--- src/rtl/mipi_csi2_capture_ctrl.sv ---
// Frame capture sequencer between a CSI-2 deserializer and downstream image
// logic. Owns the deserializer enable, passes only whole frames, checks line
// and frame geometry, counts frames and recovers a stalled link.
module mipi_csi2_capture_ctrl #(
  parameter int DATA_WIDTH     = 8,
  parameter int TO_WIDTH       = 24,
  parameter int RECOVER_CYCLES = 64
) (
  input  logic                  img_clk,
  input  logic                  resetb,
  input  logic                  start,
  input  logic                  stop,
  input  logic                  continuous,
  input  logic [7:0]            num_frames,
  input  logic [15:0]           exp_width,
  input  logic [15:0]           exp_height,
  input  logic [TO_WIDTH-1:0]   timeout,
  input  logic                  clear_err,
  input  logic [DATA_WIDTH-1:0] des_dato,
  input  logic                  des_dvo,
  input  logic                  des_lvo,
  input  logic                  des_fvo,
  output logic                  des_enable,
  output logic [DATA_WIDTH-1:0] cap_dat,
  output logic                  cap_dv,
  output logic                  cap_lv,
  output logic                  cap_fv,
  output logic                  busy,
  output logic                  frame_done,
  output logic [15:0]           frame_count,
  output logic                  err_width,
  output logic                  err_height,
  output logic                  err_timeout
);

  localparam int RC_W = $clog2(RECOVER_CYCLES);
  localparam logic [RC_W-1:0] RC_LAST = RC_W'(RECOVER_CYCLES - 1);

  typedef enum logic [1:0] {IDLE, ARM, CAPTURE, RECOVER} state_t;

  state_t              state, state_nxt;
  logic                fvo_d, lvo_d;
  logic                fvo_rise, fvo_fall, lvo_fall, activity;
  logic [15:0]         pix_cnt, line_cnt, line_cnt_end;
  logic [7:0]          run_cnt, nf;
  logic                run_last, stop_pending;
  logic [TO_WIDTH-1:0] wd_cnt;
  logic [RC_W-1:0]     rec_cnt;
  logic                to_hit, pass, frame_end, wd_fire;

  assign fvo_rise = des_fvo & ~fvo_d;
  assign fvo_fall = ~des_fvo & fvo_d;
  assign lvo_fall = ~des_lvo & lvo_d;
  assign activity = des_dvo | (des_lvo ^ lvo_d) | (des_fvo ^ fvo_d);

  // Line count including a line that ends in the same cycle as the frame.
  assign line_cnt_end = (lvo_fall && line_cnt != 16'hFFFF) ? line_cnt + 16'd1 : line_cnt;

  assign nf       = (num_frames == 8'd0) ? 8'd1 : num_frames;
  assign run_last = !continuous && (({1'b0, run_cnt} + 9'd1) >= {1'b0, nf});
  assign to_hit   = (timeout != '0) && (wd_cnt == timeout);

  assign busy       = (state != IDLE);
  assign des_enable = (state == ARM) || (state == CAPTURE);

  // State register.
  // NOTE: sequential state is always written with non-blocking assignments so
  // every register samples the pre-edge values of its neighbours.
  always_ff @(posedge img_clk or negedge resetb) begin
    if (!resetb) state <= IDLE;
    else         state <= state_nxt;
  end

  // Next-state decode plus the per-cycle pass/frame-end/watchdog strobes.
  // NOTE: every signal gets a default first so no path leaves it unassigned,
  // which would otherwise infer a latch.
  always_comb begin
    state_nxt = state;
    pass      = 1'b0;
    frame_end = 1'b0;
    wd_fire   = 1'b0;
    case (state)
      IDLE: if (start && !stop) state_nxt = ARM;
      ARM: begin
        if (stop) begin
          state_nxt = IDLE;
        end else if (fvo_rise) begin
          state_nxt = CAPTURE;
          pass      = 1'b1;
        end else if (to_hit) begin
          state_nxt = RECOVER;
          wd_fire   = 1'b1;
        end
      end
      CAPTURE: begin
        if (to_hit && !activity) begin
          state_nxt = RECOVER;
          wd_fire   = 1'b1;
        end else begin
          pass = 1'b1;
          if (fvo_fall) begin
            frame_end = 1'b1;
            state_nxt = (stop || stop_pending || run_last) ? IDLE : ARM;
          end
        end
      end
      RECOVER: if (rec_cnt == RC_LAST) state_nxt = (stop || stop_pending) ? IDLE : ARM;
      default: state_nxt = IDLE;
    endcase
  end

  // One-cycle delayed copies of the sync signals for edge detection.
  always_ff @(posedge img_clk or negedge resetb) begin
    if (!resetb) begin
      fvo_d <= 1'b0;
      lvo_d <= 1'b0;
    end else begin
      fvo_d <= des_fvo;
      lvo_d <= des_lvo;
    end
  end

  // Gated output register: deserializer outputs delayed one cycle while passing.
  always_ff @(posedge img_clk or negedge resetb) begin
    if (!resetb) begin
      cap_fv  <= 1'b0;
      cap_lv  <= 1'b0;
      cap_dv  <= 1'b0;
      cap_dat <= '0;
    end else begin
      cap_fv <= pass & des_fvo;
      cap_lv <= pass & des_lvo;
      cap_dv <= pass & des_dvo;
      if (pass && des_dvo) cap_dat <= des_dato;
    end
  end

  // Pixel-per-line and line-per-frame counters, restarted at each frame entry.
  always_ff @(posedge img_clk or negedge resetb) begin
    if (!resetb) begin
      pix_cnt  <= '0;
      line_cnt <= '0;
    end else if (state == ARM && pass) begin
      pix_cnt  <= (des_dvo && des_lvo) ? 16'd1 : 16'd0;
      line_cnt <= '0;
    end else if (state == CAPTURE) begin
      if (lvo_fall) begin
        pix_cnt  <= '0;
        line_cnt <= line_cnt_end;
      end else if (des_dvo && des_lvo && pix_cnt != 16'hFFFF) begin
        pix_cnt <= pix_cnt + 16'd1;
      end
    end else begin
      pix_cnt  <= '0;
      line_cnt <= '0;
    end
  end

  // Frame bookkeeping: done pulse, frame/run counters and deferred stop.
  always_ff @(posedge img_clk or negedge resetb) begin
    if (!resetb) begin
      frame_done   <= 1'b0;
      frame_count  <= '0;
      run_cnt      <= '0;
      stop_pending <= 1'b0;
    end else begin
      frame_done <= frame_end;
      if (state == IDLE && state_nxt == ARM) begin
        frame_count <= '0;
        run_cnt     <= '0;
      end else if (frame_end) begin
        frame_count <= frame_count + 16'd1;
        if (run_cnt != 8'hFF) run_cnt <= run_cnt + 8'd1;
      end
      if (state == IDLE) stop_pending <= 1'b0;
      else if (stop && (state == CAPTURE || state == RECOVER)) stop_pending <= 1'b1;
    end
  end

  // Watchdog counts cycles since state entry or last link activity; recovery
  // counter times the enable-low window.
  always_ff @(posedge img_clk or negedge resetb) begin
    if (!resetb) begin
      wd_cnt  <= '0;
      rec_cnt <= '0;
    end else begin
      if (state_nxt != state || (state == CAPTURE && activity)) wd_cnt <= TO_WIDTH'(1);
      else if (wd_cnt != '1)                                    wd_cnt <= wd_cnt + TO_WIDTH'(1);
      if (state != RECOVER) rec_cnt <= '0;
      else                  rec_cnt <= rec_cnt + RC_W'(1);
    end
  end

  // Sticky error flags; a new event wins over a coincident clear.
  always_ff @(posedge img_clk or negedge resetb) begin
    if (!resetb) begin
      err_width   <= 1'b0;
      err_height  <= 1'b0;
      err_timeout <= 1'b0;
    end else begin
      err_width   <= (err_width & ~clear_err) |
                     (state == CAPTURE && lvo_fall && pix_cnt != exp_width);
      err_height  <= (err_height & ~clear_err) | (frame_end && line_cnt_end != exp_height);
      err_timeout <= (err_timeout & ~clear_err) | wd_fire;
    end
  end

endmodule

--- config.mk ---
export PLATFORM = sky130hd
export DESIGN_NAME = mipi_csi2_capture_ctrl
export DESIGN_NICKNAME = d
export VERILOG_FILES = /design/src/rtl/mipi_csi2_capture_ctrl.sv
export SDC_FILE = /design/constraint.sdc
export NUM_CORES = 1
export LEC_CHECK = 0
export BUFFER_PORTS_ARGS = -buffer_cell sky130_fd_sc_hd__buf_2
export CAP_MARGIN = 40
export CORE_ASPECT_RATIO = 0.6
export CORE_MARGIN = 2
export CORE_UTILIZATION = 50
export CTS_CLUSTER_DIAMETER = 30
export CTS_CLUSTER_SIZE = 24
export DETAILED_ROUTE_END_ITERATION = 6
export PLACE_DENSITY = 0.77
export SLEW_MARGIN = 40
export SYNTH_ARGS = -nofsm -noshare
export SYNTH_HDL_FRONTEND = slang
export SYNTH_SLANG_ARGS = --single-unit
--- constraint.sdc ---
create_clock -name img_clk -period 5.6 [get_ports img_clk]
set_clock_uncertainty 0.2 [all_clocks]
set_input_delay 1.4 -clock img_clk [delete_from_list [all_inputs] [get_ports img_clk]]
set_output_delay 1.4 -clock img_clk [all_outputs]
set_load 0.02 [all_outputs]
==> Word level (Yosys, flattened, before mapping) <==
Cells that the tools add are included.
{ "totals": {"regBits": 106, "latch_bits": 0, "ramBits": 0, "mem_bits_ro": 0, "out_inout_bits": 33, "word_cells": 136, "mem_count": 0} }
{ "op_classes": {"add_sub_neg": 7, "n_mul": 0, "n_div": 0, "n_lt_le_gt_ge": 1, "eq_ne": 16, "n_shift": 0, "muxes": 42, "bitwise_logic": 20, "reduce_logical": 32} }
{ "ops": {"columns": ["operator", "n"], "rows": [
  ["$mux 16", 10],
  ["$add 16x1->16 const B", 3],
  ["$mux 24", 2],
  ["$mux 8", 4],
  ["$ne 16x16->1", 2],
  ["$ne 16x16->1 const B", 2],
  ["$add 24x1->24 const B", 1],
  ["$eq 24x24->1", 1],
  ["$ne 24x24->1 const B", 1],
  ["$reduce_bool 24->1", 1],
  ["$logic_and 1x1->1", 15],
  ["$mux 1", 15],
  ["$mux 2", 7],
  ["$reduce_bool 2->1", 5],
  ["$add 8x1->9 const B", 1],
  ["$and 1x1->1", 9],
  ["$ge 9x8->1", 1],
  ["$add 8x1->8 const B", 1],
  ["$logic_not 8->1", 1],
  ["$ne 8x8->1 const B", 1],
  ["$pmux 2 s4", 1],
  ["$add 6x1->6 const B", 1],
  ["$eq 6x6->1 const B", 1],
  ["$mux 6", 1],
  ["14 further kinds", 31]
]} }

==> Longest topological paths before layout <==
{ "depth": {"ltp_word": 13, "ltp_mapped": 14, "ltp_nobuf": 12} }

==> Least setup slack after synthesis <==
OpenSTA, ideal clock, no wires.
{ "synth_timing": {"path_type": "input to register", "from": "input des_lvo", "to": "register err_height", "arrival_time_ns": 3.718, "t_required_ns": 5.271, "setup_slack_ns": 1.552, "cell_stages": 9, "path_cell_list": "inv_1 -> ha_1 -> and3_1 -> nor3b_1 -> nand3b_1 -> xor2_1 -> a2111o_1 -> or4_1 -> o41a_1"} }
{ "synth_between": {"elab_chain_cells": 9, "elab_cells_between_ends": 14, "classes_between": "eq/ne: 1; mux: 3; bitwise: 6; reduce/logical: 4"} }
{ "synth_rtl": {"columns": ["element", "line", "text"], "rows": [
  ["start, declared", "21", "input logic des_lvo,"],
  ["$xor 1x1->1", "54", "assign activity = des_dvo | (des_lvo ^ lvo_d) | (des_fvo ^ fvo_d);"],
  ["$or 1x1->1 (2 in series)", "54", null],
  ["$logic_not 1->1", "96", "if (to_hit && !activity) begin"],
  ["$logic_and 1x1->1", "96", null],
  ["$mux 1", "96", null],
  ["$mux 1", "82", "case (state)"],
  ["$logic_and 1x1->1 *", "203", "err_height <= (err_height & ~clear_err) | (frame_end && line_cnt_end != exp_height);"],
  ["$or 1x1->1 *", "203", null],
  ["end signal, assigned", "203", null],
  ["end, declared", "32", "output logic err_height,"]
]} }
Mark *: on every way between the ends. The rest lies on a longest branch, timed or not.
A chain may end at the register's enable or synchronous reset.

==> Final worst setup path <==
Ends and elaborated chain as after synthesis.

==> flow_metrics.env <==
export IMPL_cts_tree="yes"
export IMPL_grt_pass1_vias=5452
export IMPL_hp_start="rec_cnt[0]$_DFF_PN0_"
export IMPL_clkLatencyLatePin_ns=0.35
export IMPL_drv_slew=0
export IMPL_fin_crit_ns=4.163
export IMPL_synth_cells=733
export IMPL_path_clk_slew_ns=0.07
export IMPL_synth_edf_count=0
export IMPL_initial_utilization=0.5172
export IMPL_cts_buffers=9
export IMPL_die_h_um=93.59
export IMPL_cts_setup_buffers=0
export IMPL_cts_sinks=106
export IMPL_ys_seq_area_frac=0.3966
export IMPL_cts_path_max_buffers=2
export IMPL_detail_route_antenna_nets=0
export IMPL_dr_pass1_iters=5
export IMPL_postSynthAreaPerCell_um2=9.125
export IMPL_leakage_nw=3.536
export IMPL_fin_nets=935
export IMPL_endpoint_kind="flop"
export IMPL_core_area_mm2=0.01293
export IMPL_ir_drop_mv=0.1938
export IMPL_cap_violations=0
export IMPL_numPlacedInstances=991
export IMPL_required_ns=5.62
export IMPL_grt_pass1_wl_mm=27.70
export IMPL_reg2reg_depth=12
export IMPL_syn_cell_area_mm2=0.006689
export IMPL_finalSetupTns_ns=0
export IMPL_critPathLaunchType="primary input"
export IMPL_ys_warn_count=0
export IMPL_setup_viol=0
export IMPL_dieArea_mm2=0.01435
export IMPL_num_vias=5783
export IMPL_wl_per_cell_um=16.32
export IMPL_async_reset_ff_frac=1.000
export IMPL_place_hpwl_mm=12.39
export IMPL_syn_nets=836
export IMPL_synth_area_leaders="dfrtp_1, xor2_1, xnor2_1"
export IMPL_worst_setup_path_type="in2reg"
export IMPL_cts_resized=0
export IMPL_cts_hold_buf=0
export IMPL_yosysTopAreaCell="dfrtp_1"
export IMPL_worst_r2r_setup_slack_ns=1.72
export IMPL_max_freq_mhz=240.2
export IMPL_min_to="rec_cnt[0]$_DFF_PN0_"
export IMPL_gp_congestion=0.9557
export IMPL_p_per_area_mw_per_mm2=264.7
export IMPL_cts_root_buf="clkbuf_16"
export IMPL_r2r_end="wd_cnt[14]$_DFFE_PN0P_"
export IMPL_insertedDiodeCount=0
export IMPL_r2r_start="run_cnt[0]$_DFFE_PN0P_"
export IMPL_drt_iter0_markers=477
export IMPL_globalRouteTotalUtil=0.2384
export IMPL_status="finished, final reports clean"
export IMPL_rsz0062_at_grt="no"
export IMPL_path_max_fanout=4
export IMPL_num_io_pins=114
export IMPL_htree_num_levels=3
export IMPL_max_slew_margin=0.4276
export IMPL_port_buffers=113
export IMPL_multi_input_area_mm2=0.003837
export IMPL_rows=32
export IMPL_vias_per_cell=5.743
export IMPL_area_growth_pct=14.98
export IMPL_ys_flop_type="dfrtp_1"
export IMPL_finalCritPeriodShare=0.7434
export IMPL_grt_max_degree=77
export IMPL_worstMarginPinSlew_ns=0.8521
export IMPL_yosys_area_top_type_share=0.3966
export IMPL_fin_cells=1007
export IMPL_register_area_mm2=0.002653
export IMPL_synth_seq_cells=106
export IMPL_final_hold_viol_count=0
export IMPL_total_power_mw=2.036
export IMPL_synth_cell_types=62
export IMPL_drive_gt1_frac=0.1912
export IMPL_grt_overflow=0
export IMPL_totalWireLength_mm=16.43
export IMPL_antenna_found_initial=0
export IMPL_die_w_um=153.3
export IMPL_fillers=1145
export IMPL_drc=0
export IMPL_worstHoldPathCells=1
export IMPL_worstHoldPathType="reg2reg"
export IMPL_critPathArrivalTime_ns=4.19
worst max-delay path by stage:
stage	startpoint	end	slack, ns	cells after the start
CTS	des_lvo	err_height$_DFF_PN0_	1.51	10
detailed placement	des_lvo	err_height$_DFF_PN0_	1.15	10
global route	des_lvo	err_height$_DFF_PN0_	1.31	10
global placement	timeout[13]	cap_dat[7]$_DFFE_PN0P_	1.20	9
floorplan	des_lvo	err_height$_DFF_PN0_	1.55	9
finish	des_lvo	err_height$_DFF_PN0_	1.44	10
power by group:
part	leakage (nW)	internal (mW)	switching, mW
registers	1.46	0.823	0.0579
clock network	0.141	0.320	0.298
logic	1.94	0.187	0.350
logic make-up after synthesis:
group	count (synthesis)	synth area share
AOI/OAI and AO/OA	91	0.09278
xor gates and xnor gates	124	0.1624
and+or+nand+nor	321	0.2507
adders and majority gates	22	0.04115
muxes	14	0.02263
buffers and inverters	55	0.03385
DFF	106	0.3966
metrics by stage:
step                      utilization  cell area, µm²  hold WS, ns  worst slack, ns
after CTS                      0.5938            7680       0.2586            1.508
after detailed placement       0.5715            7391       0.2491            1.149
after global placement         0.5703            7376       0.2453            1.196
after global routing           0.5947            7691       0.2705            1.313
after floorplan                     -            6689       0.2250            1.552
final                          0.5947            7691       0.2532            1.437
cell usage after synthesis (7+ instances only):
library cell and n:
and3_1 19, o21ai_0 18, nand3_1 36, mux2_2 9
nand2_1 44, a311oi_1 8, and4_1 9, inv_1 26
xnor2_1 41, and2_1 7, nand4_1 26, clkbuf_1 20
a21oi_1 23, dfrtp_1 106, nor4_1 26, xor2_1 83
nor3_1 44, nor2_1 76, ha_1 22
placed cells by master (no fill, tap or decap), types with 3 or more instances in the layout:
cell       netlist  final
nor3b_1          4      3
nand2_1         44     44
and3_1          19     19
mux2_2           9      9
a311oi_1         8      7
nor3_1          44     44
o211ai_1         5      5
nand2b_1         5      5
a31oi_1          3      3
nor4_1          26     25
nor2_1          76     76
buf_4            2      4
xnor2_1         41     41
or3_1            4      4
dfrtp_1        106    106
xor2_1          83     83
nand4_1         26     26
nand3_1         36     35
a211oi_1         5      5
o21ai_0         18     18
a21o_1           3      3
a21oi_1         23     22
and4_1           9      9
inv_1           26     26
nor2b_1          4      4
clkbuf_16        0      9
ha_1            22     22
and2_1           7      7
or2_2            4      4
a21boi_0         4      4
buf_2            3    112
mux2i_1          5      5
worst max-delay path, stage by stage:
cell and delay, ns:
buf_2 0.12, inv_1 0.05, ha_1 0.15, and3_1 0.18
nor3b_1 0.45, nand3b_1 0.24, xor2_1 0.21, a2111o_1 0.41
or4_1 0.53, o41a_1 0.44
registers in the layout, indices dropped and copies added, names as in the netlist:
signal	flops
frame_done	1
cap_dat	8
err_height	1
stop_pending	1
cap_lv	1
err_timeout	1
line_cnt	16
wd_cnt	24
err_width	1
state	2
pix_cnt	16
frame_count	16
cap_dv	1
run_cnt	8
cap_fv	1
fvo_d	1
rec_cnt	6
lvo_d	1
final cells by class:
class | count | share of cell area
inverter | 26 | 0.01269
tap | 170 | 0.02766
sequential | 106 | 0.3449
clock inverter | 6 | 0.006507
multi-input combinational | 572 | 0.4989
clock buffer | 10 | 0.03107
timing repair buffer | 117 | 0.07825
layer usage:
metal	routed length, µm	vias to the layer above	global-route usage
met5	0	-	0
met4	130	0	0.05015
met3	1475	13	0.05931
met2	6410	237	0.3211
met1	8414	2728	0.3790
li1	-	2805	-
(Power assumes the default switching activity.)
